### src/rtl/fpu_share_arbiter.sv
// rtl/fpu_share_arbiter.sv - round-robin sharing of one ieee754_sp FPU among NREQ requesters
//
// One operation at a time: IDLE grants and latches operands, ISSUE pulses go,
// WAIT waits for done under a watchdog, RESP returns the result to the winner.
//
// Ports:
//   clk, reset              clock (rising edge), asynchronous active-high reset
//   req_valid[NREQ]         requester i has an operation pending
//   req_op/req_a/req_b      packed per-requester op (2b) and operands (32b)
//   req_ready[NREQ]         one-hot accept strobe (combinational, IDLE only)
//   rsp_valid[NREQ]         one-hot one-cycle result strobe
//   rsp_data, rsp_err       result word; err marks a watchdog abort (quiet NaN)
//   fpu_op/fpu_a/fpu_b/go   command side of the shared FPU
//   fpu_done, fpu_d         completion pulse and result from the FPU
//   busy                    high whenever an operation is in flight
module fpu_share_arbiter #(
  parameter int NREQ    = 2,
  parameter int TIMEOUT = 64
) (
  input  logic                 clk,
  input  logic                 reset,
  input  logic [NREQ-1:0]      req_valid,
  input  logic [2*NREQ-1:0]    req_op,
  input  logic [32*NREQ-1:0]   req_a,
  input  logic [32*NREQ-1:0]   req_b,
  output logic [NREQ-1:0]      req_ready,
  output logic [NREQ-1:0]      rsp_valid,
  output logic [31:0]          rsp_data,
  output logic                 rsp_err,
  output logic [1:0]           fpu_op,
  output logic [31:0]          fpu_a,
  output logic [31:0]          fpu_b,
  output logic                 fpu_go,
  input  logic                 fpu_done,
  input  logic [31:0]          fpu_d,
  output logic                 busy
);

  localparam int IW = (NREQ > 1) ? $clog2(NREQ) : 1;
  localparam logic [31:0] QNAN = 32'h7FC0_0000;

  typedef enum logic [1:0] {IDLE, ISSUE, WAIT, RESP} state_t;

  state_t          state, state_nxt;
  logic [IW-1:0]   ptr;
  logic [IW-1:0]   gnt;
  logic [7:0]      wdog;
  logic [IW:0]     pick;
  logic            pick_any;
  logic [IW-1:0]   pick_idx;
  logic            wdog_expired;

  // Search upward from ptr+1 with wrap. Iterating from the farthest candidate
  // down lets the nearest pending requester overwrite the result last.
  function automatic logic [IW:0] rr_pick(input logic [NREQ-1:0] v,
                                          input logic [IW-1:0]   p);
    logic [IW:0] r;
    int          c;
    r = '0;
    for (int k = NREQ; k >= 1; k--) begin
      c = (int'(p) + k) % NREQ;
      if (v[c]) r = {1'b1, c[IW-1:0]};
    end
    return r;
  endfunction

  always_comb pick = rr_pick(req_valid, ptr);
  assign pick_any     = pick[IW];
  assign pick_idx     = pick[IW-1:0];
  assign wdog_expired = (wdog == 8'(TIMEOUT - 1));
  assign fpu_go       = (state == ISSUE);
  assign busy         = (state != IDLE);

  always_comb begin
    state_nxt = state;
    req_ready = '0;
    rsp_valid = '0;
    case (state)
      IDLE: begin
        if (pick_any) begin
          req_ready[pick_idx] = 1'b1;
          state_nxt           = ISSUE;
        end
      end
      ISSUE: state_nxt = WAIT;
      WAIT: begin
        if (fpu_done || wdog_expired) state_nxt = RESP;
      end
      RESP: begin
        rsp_valid[gnt] = 1'b1;
        state_nxt      = IDLE;
      end
      default: state_nxt = IDLE;
    endcase
    // The accept strobe is combinational from req_valid; keep it quiet while
    // reset is held so nothing looks accepted by a block that is being cleared.
    if (reset) req_ready = '0;
  end

  always_ff @(posedge clk or posedge reset) begin
    if (reset) begin
      state    <= IDLE;
      ptr      <= IW'(NREQ - 1);
      gnt      <= '0;
      wdog     <= '0;
      fpu_op   <= '0;
      fpu_a    <= '0;
      fpu_b    <= '0;
      rsp_data <= '0;
      rsp_err  <= 1'b0;
    end else begin
      state <= state_nxt;
      case (state)
        IDLE: begin
          if (pick_any) begin
            gnt    <= pick_idx;
            fpu_op <= req_op[2*int'(pick_idx) +: 2];
            fpu_a  <= req_a[32*int'(pick_idx) +: 32];
            fpu_b  <= req_b[32*int'(pick_idx) +: 32];
          end
        end
        ISSUE: wdog <= '0;
        WAIT: begin
          wdog <= wdog + 8'd1;
          // done has priority over an expiring watchdog in the same cycle
          if (fpu_done) begin
            rsp_data <= fpu_d;
            rsp_err  <= 1'b0;
          end else if (wdog_expired) begin
            rsp_data <= QNAN;
            rsp_err  <= 1'b1;
          end
        end
        RESP: begin
          ptr     <= gnt;
          rsp_err <= 1'b0;
        end
        default: ;
      endcase
    end
  end

endmodule

### config.mk
export PLATFORM = sky130hd
export DESIGN_NAME = fpu_share_arbiter
export DESIGN_NICKNAME = d
export VERILOG_FILES = /design/src/rtl/fpu_share_arbiter.sv
export SDC_FILE = /design/constraint.sdc
export NUM_CORES = 1
export LEC_CHECK = 0
export BUFFER_PORTS_ARGS = -buffer_cell sky130_fd_sc_hd__buf_2
export CAP_MARGIN = 20
export CORE_ASPECT_RATIO = 1.25
export CORE_MARGIN = 2
export CORE_UTILIZATION = 45
export DETAILED_ROUTE_END_ITERATION = 8
export PLACE_DENSITY_LB_ADDON = 0.25
export SKIP_LAST_GASP = 1
export SLEW_MARGIN = 20
export SYNTH_ARGS = -nofsm -noshare
export SYNTH_HDL_FRONTEND = slang
export SYNTH_SLANG_ARGS = --single-unit
export TNS_END_PERCENT = 1
### constraint.sdc
create_clock -name clk -period 8.25 [get_ports clk]
set_clock_uncertainty 0.1 [all_clocks]
set_input_delay 1.65 -clock clk [delete_from_list [all_inputs] [get_ports clk]]
set_output_delay 1.65 -clock clk [all_outputs]
set_load 0.005 [all_outputs]
==> metrics.csv, run 1 <==
stage,metric,value,unit
placement,routability-driven placement congestion ratio,0.793,
routing,DRC violation count after routing,0,
global_route,global-route wire length before repair,23.0,mm
power,pwr/cell area,331,nW/um2
floorplanning,overall die width,102,um
synthesis,most common flop cell mapped by yosys,dfrtp_1,
worst_setup_path,Setup crit start kind,primary input,
routing,sum of routed wire length over all layers,14.8,mm
cts,clock tree from TritonCTS,built,
worst_setup_path,critical path's slowest cell,buf_4,
floorplanning,number of placed I/O pins,274,
cts,"buffers from clock root to sink, at most",2,
finish,total number of nets in the final design,922,
finish,share of layout cells above drive strength 1,39.9,%
global_route,met2 capacity usage during global routing,38.5,%
worst_setup_path,most numerous cell on the critical path,buf_2,
synthesis,Post-synth EDFFs,0,
global_route,Overflow after GRT,0,
global_route,via count of the first global-routing pass,4649,
cts,number of H-tree levels,3,
floorplanning,placeable core area,11600,um2
placement,number of port buffers,273,
synthesis,count of distinct cell types in the synthesized netlist,44,
cts,number of instances resized during post-cts repair,0,
timing,Final Hold Fails,0,
routing,antenna-violating nets left,0,
finish,most frequent standard cell in the layout excluding fill and tap cells,buf_2,
cts,post-cts hold buffer count,0,
synthesis,net count after synthesis,672,
timing,Worst slew margin,26.1,%
routing,average routed wire per standard cell,16.2,um
global_route,met3 track demand over resource in global routing,6.27,%
synthesis,proportion of synthesized chip area in sequential cells,51.7,%
worst_setup_path,maximum fanout count along the critical path,68,
synthesis,post-synthesis average cell area,10.8,um2
finish,most frequent cells in the layout,"buf_2, dfrtp_1, nand2_1",
worst_setup_path,data arrival time of the critical path,3.17,ns
worst_setup_path,start-to-end type of the worst setup path,in -> out,
worst_setup_path,critical-path cell list,"buf_2, a21boi_4, buf_4, nand2_1, nor2_1, buf_2",
timing,clock period minus final worst setup slack,4.92,ns
finish,area overhead of the layout relative to synthesis,32.0,%
routing,first drt pass iteration count,4,
finish,register area,2780,um2
synthesis,instance count of the mapped netlist,497,
synthesis,Yosys warning total,0,
timing,count of final max-slew check failures,0,
timing,Fmax,203,MHz
timing,measured slew at the worst slew-check pin,1.11,ns
power,Power Total,2.35,mW
finish,Multi-input gate area,2350,um2
floorplanning,DIE HEIGHT,126,um
cts,"Reg clk slew, reported paths",0.07,ns
hold_path,worst min-delay path category,reg -> reg,
timing,share of the cycle needed by the critical path after routing,59.6,%
worst_setup_path,Critical Path RT,6.50,ns
power,leakage power of the design,3.71,nW
global_route,overall fraction of global-route tracks in use,22.8,%
synthesis,cell area after synthesis,5370,um2
timing,RSZ-0062 raised after global routing,no,
global_route,pin count of the biggest net entering global routing,129,
cts,sink count of the clock tree,111,
finish,filler cell count in the final layout,1010,
routing,per-cell via count in the routed design,5.19,
timing,Hold WS,0.381,ns
power,worst-case vdd ir drop,0.171,mV
timing,Final setup viols,0,
timing,summed negative setup slack over all endpoints,0,ns
floorplanning,row count,44,
cts,clock latency of the later-clocked register in the worst-skew pair,0.34,ns
floorplanning,Total Die Area,12800,um2
floorplanning,Initial Util,46.3,%
worst_setup_path,maximum cell stage delay along the critical path,0.79,ns
finish,final cell utilization of the core,61.0,%
synthesis,Synth async-reset ratio,100,%
placement,estimated wirelength of the detail-placed design,11.0,mm
global_route,number of antenna violations at the first check in global routing,2,
flow_run,number of maximum-capacitance violations,0,
cts,number of buffers created by CTS,9,
cts,CTS root buffer,clkbuf_16,
routing,iteration-0 DRC count of the detailed router,153,
cts,Post-CTS Setup Repair Bufs,0,
synthesis,"FF+latch count, synth",111,
global_route,GR peak layer,met2,
worst_setup_path,Critical Path End Type,output port,
routing,count of vias placed by the detailed router,4740,
global_route,met1 usage in global routing,27.9,%
outcome,status,"finished, final reports clean",
[routing by layer]
layer | wire, um | share of wire, %
met1 | 5980 | 40
met2 | 7450 | 50
met3 | 1130 | 7.6
met4 | 267 | 1.8
met5 | 13 | 0.088
[path summary, 6_finish.rpt]
path / slack, ns / end / depth (start not counted) / startpoint
min in group asynchronous: 1.20 / rsp_data[16] / 2 / reset
min: 0.38 / fpu_a[19] / 2 / fpu_a[19]
min reg2reg: 0.38 / fpu_a[19] / 2 / fpu_a[19]
max in group asynchronous: 5.73 / fpu_a[4] / 3 / reset
max: 3.33 / req_ready[1] / 6 / req_valid[1]
max reg2reg: 4.51 / rsp_data[12] / 6 / state[0]
[state kept, by name (all words and copies together), names as in the netlist]
signal    count
fpu_a        32
fpu_b        32
fpu_op        2
gnt           1
ptr           1
rsp_data     32
rsp_err       1
state         2
wdog          8
[per-stage QoR]
step	cells	setup slack (ns)	area, um2
2_1_floorplan	497	3.57	5370
3_3_place_gp	896	3.36	6760
3_5_place_dp	897	3.29	6770
4_1_cts	912	3.29	7080
5_1_grt	913	3.18	7090
6_report	913	3.33	7090
[Yosys cell counts, drive strengths merged, types with 6 or more instances]
library cell / number / share of area (%)
clkbuf: 15 / 1.0
ha: 6 / 1.4
nor2: 15 / 1.0
o21ai: 70 / 6.6
a211oi: 9 / 1.3
dfrtp: 110 / 51
nand2: 79 / 5.5
mux2i: 68 / 13
o22ai: 10 / 1.2
inv: 6 / 0.42
buf: 24 / 3.3
o211a: 23 / 4.3
a221o: 23 / 4.3
[worst max-delay path, delay by kind of cell]
family	cells	cell delay, ns
buffers and inverters	3	1.03
and+or+nand+nor	2	0.29
AOI/OAI and AO/OA	1	0.17
[report_power, final]
group | leakage, nW | switching, mW | total [mW] | internal, mW
Clock | 0.155 | 0.188 | 0.460 | 0.272
Sequential | 1.35 | 0.151 | 0.937 | 0.786
Combinational | 2.21 | 0.504 | 0.949 | 0.445
[logic make-up after synthesis]
group | synth area share [%]
compound gates | 19.3
flops | 51.7
buf+inv | 4.94
simple gates | 9.36
fa+ha+maj | 1.40
mux | 13.3
[cell type report]
class                           instances  area share [%]
Tap cell                              161            2.84
Sequential cell                       111            39.2
Inverter                                8           0.459
Clock buffer                           11            3.42
Timing Repair Buffer                  278            20.0
Clock inverter                          4           0.988
Antenna cell                            1          0.0353
Multi-Input combinational cell        339            33.1
(Power assumes the default switching activity.)
==> inputs of run 2 (changes only) <==
- ABC_AREA: unset -> 1
- CORE_UTILIZATION: 45 -> 40
- clock period: 8.25 -> 4.4 ns (I/O delays scaled with it)
==> run 2 against run 1 <==
  * Register-to-register slack worse by 2.8 ns
  * Die area up 4.7%
  * Core utilization shrank 6.1 points
  * Total power increased by 84%
  * Via count grew 2.1%
  * Critical path type is now reg -> out
  * Largest power group unchanged
==> metrics.csv, run 2 <==
stage,metric,value,unit
outcome,status,"finished, final reports clean",
routing,first drt pass iteration count,5,
routing,antenna-violating nets left,0,
cts,Post-CTS Setup Repair Bufs,0,
finish,filler cell count in the final layout,1219,
synthesis,library cell with the highest instance count after synthesis,nand2_1,
synthesis,count of distinct cell types in the synthesized netlist,23,
floorplanning,DIE HEIGHT,129,um
floorplanning,number of placed I/O pins,274,
worst_setup_path,most numerous cell on the critical path,inv_1,
cts,"buffers from clock root to sink, at most",2,
placement,estimated wirelength of the detail-placed design,10.4,mm
routing,DRC violation count after routing,0,
timing,summed negative setup slack over all endpoints,0,ns
finish,Final Instance Area,6690,um2
timing,Final setup viols,0,
routing,per-cell via count in the routed design,4.76,
worst_setup_path,maximum fanout count along the critical path,32,
synthesis,simple-gate share of the synthesized area,26.8,%
synthesis,net count after synthesis,775,
cts,clock tree from TritonCTS,built,
worst_setup_path,launching element of the worst setup path,state[1],
synthesis,instance count of the mapped netlist,600,
timing,clock period minus final worst setup slack,3.20,ns
routing,top routing layer in use,met4,
placement,total placed instance area,6400,um2
routing,met3 routed wirelength,931,um
cts,number of buffers created by CTS,9,
power,pwr/cell area,644,nW/um2
synthesis,proportion of synthesized chip area in sequential cells,55.5,%
placement,number of port buffers,273,
synthesis,most common flop cell mapped by yosys,dfrtp_1,
synthesis,cell types with the highest counts after synthesis,"nand2_1, dfrtp_1, nor2_1, a31oi_1, nand3_1",
hold_path,origin of the worst min-delay path,rsp_data[2],
synthesis,cell area after synthesis,5010,um2
cts,number of instances resized during post-cts repair,0,
timing,count of final max-slew check failures,0,
timing,measured slew at the worst slew-check pin,0.964,ns
synthesis,Post-synth EDFFs,0,
synthesis,top-area cell type share of the netlist area,55.0,%
routing,count of vias placed by the detailed router,4841,
global_route,via count of the first global-routing pass,4562,
cts,CTS root buffer,clkbuf_16,
power,worst-case vdd ir drop,0.237,mV
power,leakage power of the design,3.55,nW
synthesis,xor-xnor portion of the synthesized cell area,0,%
finish,total number of nets in the final design,1025,
finish,most frequent cells in the layout,"buf_2, nand2_1, dfrtp_1",
floorplanning,placeable core area,12200,um2
worst_setup_path,Worst R2R Start,state[1],
placement,routability-driven placement congestion ratio,0.854,
timing,RSZ-0062 raised after global routing,no,
worst_setup_path,data arrival time of the critical path,2.22,ns
finish,area overhead of the layout relative to synthesis,33.5,%
floorplanning,Initial Util,41.2,%
cts,clock latency of the later-clocked register in the worst-skew pair,0.34,ns
timing,Worst slew margin,35.7,%
worst_setup_path,Setup crit start kind,flop,
synthesis,Yosys warning total,0,
timing,Fmax,312,MHz
timing,Final Hold Fails,0,
global_route,global-route wire length before repair,22.7,mm
synthesis,largest cells by area after synthesis,"dfrtp_1, nand2_1, a31oi_1",
timing,Hold WS,0.364,ns
synthesis,post-synthesis compound-gate area fraction,9.97,%
worst_setup_path,Top delay family on crit path,simple AND/OR/NAND/NOR gates,
routing,average routed wire per standard cell,14.3,um
floorplanning,row count,45,
synthesis,multiplexer area fraction after synthesis,0,%
routing,Routed met1 length,6.07,mm
routing,routed length on met2,7.17,mm
global_route,pin count of the biggest net entering global routing,103,
worst_setup_path,critical-path cell list,"inv_1, ha_1, inv_2, nor2_4, inv_1, nor3_1, buf_2",
finish,most frequent standard cell in the layout excluding fill and tap cells,buf_2,
hold_path,worst min-delay path category,reg -> reg,
finish,total inserted antenna cells,0,
routing,sum of routed wire length over all layers,14.5,mm
finish,Final Instance Count excl. Fillers,1018,
worst_setup_path,critical path's slowest cell,nor2_4,
finish,registers with the most flip-flops,"fpu_a: 32 flops, fpu_b: 32 flops, rsp_data: 32 flops",
synthesis,post-synthesis average cell area,8.35,um2
flow_run,number of maximum-capacitance violations,0,
cts,post-cts hold buffer count,0,
cts,"Reg clk slew, reported paths",0.07,ns
synthesis,combinational family with the most area after synthesis,simple AND/OR/NAND/NOR gates,
worst_setup_path,maximum cell stage delay along the critical path,0.52,ns
floorplanning,Total Die Area,13400,um2
cts,sink count of the clock tree,111,
worst_setup_path,start-to-end type of the worst setup path,reg -> out,
synthesis,area share of fa/ha/maj cells after synthesis,1.50,%
cts,number of H-tree levels,3,
worst_setup_path,Worst Path Buf+Inv,4,
synthesis,Synth async-reset ratio,100,%
routing,iteration-0 DRC count of the detailed router,354,
timing,share of the cycle needed by the critical path after routing,72.8,%
finish,share of layout cells above drive strength 1,35.4,%
floorplanning,overall die width,104,um
global_route,number of antenna violations at the first check in global routing,0,
synthesis,leading area contributor after synthesis,dfrtp_1,
worst_setup_path,Critical Path RT,3.42,ns
placement,placed instance count,1003,
global_route,Overflow after GRT,0,
synthesis,"FF+latch count, synth",111,
global_route,overall fraction of global-route tracks in use,21.3,%
worst_setup_path,Critical Path End Type,output port,
[run 2: cells by family (layout without fill, tap and decap cells)]
group / count (synthesis) / after routing
buffers and inverters: 63 / 317
AO/OA/AOI/OAI: 83 / 83
AND/OR/NAND/NOR: 337 / 337
flip-flops: 111 / 111
adder cells (fa/ha/maj): 6 / 6
[run 2: metal layers]
layer | vias to the layer above | global-route usage (%)
met1 | 2187 | 27.0
met5 | - | 0
met2 | 192 | 35.6
met3 | 21 | 5.63
li1 | 2441 | -
met4 | 0 | 7.47
[run 2: worst reg2reg max path: cells and delay by family (launching register included)]
family                   cells  cell delay [ns]
adder cells (fa/ha/maj)      1             0.22
flip-flops                   1             0.42
AO/OA/AOI/OAI                1             0.29
buffers and inverters        3             1.01
AND/OR/NAND/NOR              1             0.52
[run 2: area by class of cell]
class / count / area, um2 / share of cell area [%]
Clock buffer: 11 / 233 / 3.48
Clock inverter: 4 / 47.5 / 0.711
Inverter: 25 / 96.3 / 1.44
Multi-Input combinational cell: 426 / 1920 / 28.7
Sequential cell: 111 / 2780 / 41.6
Tap cell: 164 / 205 / 3.07
Timing Repair Buffer: 277 / 1410 / 21.1
[run 2: final timing paths]
path	endpoint	depth (start not counted)	slack, ns
hold / removal	rsp_data[2]	2	0.36
max in group asynchronous	ptr	3	2.86
hold reg to reg	rsp_data[2]	2	0.36
setup reg to reg	fpu_b[12]	6	1.68
min in group asynchronous	fpu_b[9]	2	0.55
setup / recovery	req_ready[0]	7	1.20
[run 2: power by group]
group	internal, mW	switching (mW)	total (mW)
clock	0.437	0.358	0.795
sequential	1.50	0.250	1.75
combinational	0.754	1.00	1.76
total	2.69	1.61	4.31
[run 2: metrics by stage]
| step | util (%) | power [mW] | worst slack, ns |
|---|---|---|---|
| after floorplan | - | 2.80 | 0.491 |
| after global placement | 52.7 | 3.52 | 1.32 |
| after detailed placement | 52.7 | 3.55 | 1.36 |
| after CTS | 55.0 | 4.36 | 1.17 |
| after global routing | 55.0 | 4.68 | 1.03 |
| final | 55.0 | 4.31 | 1.20 |
==> inputs of run 3 (changes only) <==
- ABC_AREA: 1 -> 0
- CORE_UTILIZATION: 40 -> 45
- clock period: 4.4 -> 3.1 ns (I/O delays scaled with it)
==> run 3 against run 2 <==
  * Clock-buffer cell count decreased by 2
  * Critical path depth decreased by 2
  * Global-route usage increased by 2.4 points
  * Critical path type is now in -> out
  * Total power increased by 44%
  * Wire length increased by 3.6%
  * Cell count decreased by 9.7%
  * Worst hold slack got worse by 0.0089 ns
  * Design area increased by 6.5%
  * Largest cell class unchanged
  * Non-clock buffer count increased by 5
==> metrics.csv, run 3 (same netlist as run 1, synthesis figures left out) <==
stage,metric,value,unit
timing,measured slew at the worst slew-check pin,0.891,ns
power,Power Total,6.19,mW
floorplanning,placeable core area,11600,um2
worst_setup_path,Setup crit start kind,primary input,
timing,share of the cycle needed by the critical path after routing,77.3,%
timing,count of final max-slew check failures,0,
cts,clock latency of the later-clocked register in the worst-skew pair,0.34,ns
placement,number of port buffers,273,
routing,count of vias placed by the detailed router,4837,
cts,"buffers from clock root to sink, at most",2,
timing,slack of the critical path,0.702,ns
finish,Final Instance Area,7120,um2
worst_setup_path,most numerous cell on the critical path,buf_2,
cts,clock tree from TritonCTS,built,
flow_run,number of maximum-capacitance violations,0,
power,leakage power of the design,3.71,nW
finish,share of layout cells above drive strength 1,40.5,%
worst_setup_path,start-to-end type of the worst setup path,in -> out,
hold_path,worst min-delay path category,in -> async,
cts,number of buffers created by CTS,9,
power,worst-case vdd ir drop,0.431,mV
timing,Fmax,417,MHz
global_route,number of antenna violations at the first check in global routing,2,
routing,per-cell via count in the routed design,5.26,
finish,most frequent standard cell in the layout excluding fill and tap cells,buf_2,
routing,first drt pass iteration count,4,
floorplanning,Total Die Area,12800,um2
floorplanning,overall die width,102,um
routing,sum of routed wire length over all layers,15.0,mm
worst_setup_path,Critical Path End Type,output port,
global_route,pin count of the biggest net entering global routing,134,
routing,DRC violation count after routing,0,
placement,total placed instance area,6820,um2
cts,post-cts hold buffer count,0,
global_route,global-route wire length before repair,24.0,mm
finish,registers with the most flip-flops,"fpu_a: 32 flops, fpu_b: 32 flops, rsp_data: 32 flops",
timing,Final Hold Fails,0,
routing,average routed wire per standard cell,16.4,um
global_route,via count of the first global-routing pass,4862,
timing,Worst slew margin,40.6,%
finish,total number of nets in the final design,926,
global_route,Overflow after GRT,0,
finish,Final Instance Count excl. Fillers,919,
timing,clock period minus final worst setup slack,2.40,ns
cts,"Reg clk slew, reported paths",0.07,ns
placement,placed instance count,901,
placement,worst slack after detailed placement,0.688,ns
cts,number of H-tree levels,3,
worst_setup_path,data arrival time of the critical path,1.68,ns
finish,area overhead of the layout relative to synthesis,32.6,%
cts,CTS root buffer,clkbuf_16,
floorplanning,row count,44,
timing,summed negative setup slack over all endpoints,0,ns
routing,antenna-violating nets left,0,
worst_setup_path,maximum cell stage delay along the critical path,0.50,ns
timing,Hold WS,0.355,ns
outcome,status,"finished, final reports clean",
placement,routability-driven placement congestion ratio,0.843,
routing,iteration-0 DRC count of the detailed router,166,
global_route,overall fraction of global-route tracks in use,23.7,%
worst_setup_path,critical-path cell list,"buf_2, a21boi_4, nand2_1, nor2_1, buf_2",
worst_setup_path,maximum fanout count along the critical path,12,
cts,Post-CTS Setup Repair Bufs,0,
timing,RSZ-0062 raised after global routing,no,
worst_setup_path,critical path's slowest cell,a21boi_4,
timing,Final setup viols,0,
power,pwr/cell area,869,nW/um2
floorplanning,Initial Util,46.3,%
placement,estimated wirelength of the detail-placed design,11.2,mm
worst_setup_path,Critical Path RT,2.38,ns
finish,most frequent cells in the layout,"buf_2, dfrtp_1, nand2_1",
cts,sink count of the clock tree,111,
floorplanning,number of placed I/O pins,274,
cts,number of instances resized during post-cts repair,0,
finish,final cell utilization of the core,61.3,%
floorplanning,DIE HEIGHT,126,um
[run 3: cell types whose count changed in the layout (fill, tap and decap cells not counted), sizes merged, moves of 11 or more]
cell / before / now
inv: 25 / 5
nor2: 88 / 15
a21oi: 14 / 3
a31oi: 67 / 0
nand2: 211 / 79
o21ai: 2 / 70
nand3: 29 / 3
o211a: 0 / 23
a221o: 0 / 23
mux2i: 0 / 68
[run 3: critical path, delay by kind of cell]
| kind | cells | cell delay (ns) |
|---|---|---|
| compound gates | 1 | 0.50 |
| simple gates | 2 | 0.30 |
| buf+inv | 2 | 0.25 |
[run 3: where the power goes]
part / switching, mW / internal (mW)
combinational: 1.34 / 1.21
clock: 0.528 / 0.627
sequential: 0.396 / 2.09
[run 3: final timing paths]
check | startpoint | endpoint | slack [ns] | cells past startpoint
setup / recovery | req_valid[1] | req_ready[1] | 0.70 | 5
setup reg to reg | wdog[0] | rsp_err | 1.00 | 4
hold reg to reg | fpu_b[3] | fpu_b[3] | 0.38 | 2
hold / removal | reset | gnt | 0.35 | 3
max in group asynchronous | reset | fpu_b[27] | 1.82 | 3
min in group clk | fpu_b[3] | fpu_b[3] | 0.38 | 2
[run 3: final cells by class]
cell class,count,area [um2]
tap,161,201
timing repair buffer,282,1460
multi-input combinational,339,2350
sequential,111,2780
antenna,2,5.00
clock buffer,9,225
clock inverter,7,73.8
fill,1035,4490
inverter,8,33.8
[run 3: metal layers]
metal	track usage (%)	routed length [um]	part of all wire, %	up-vias
met2	41.3	7850	52	191
met3	4.99	972	6.5	20
met4	8.59	308	2.0	0
met1	28.4	5900	39	2313
met5	0	0	0	-
li1	-	-	-	2313
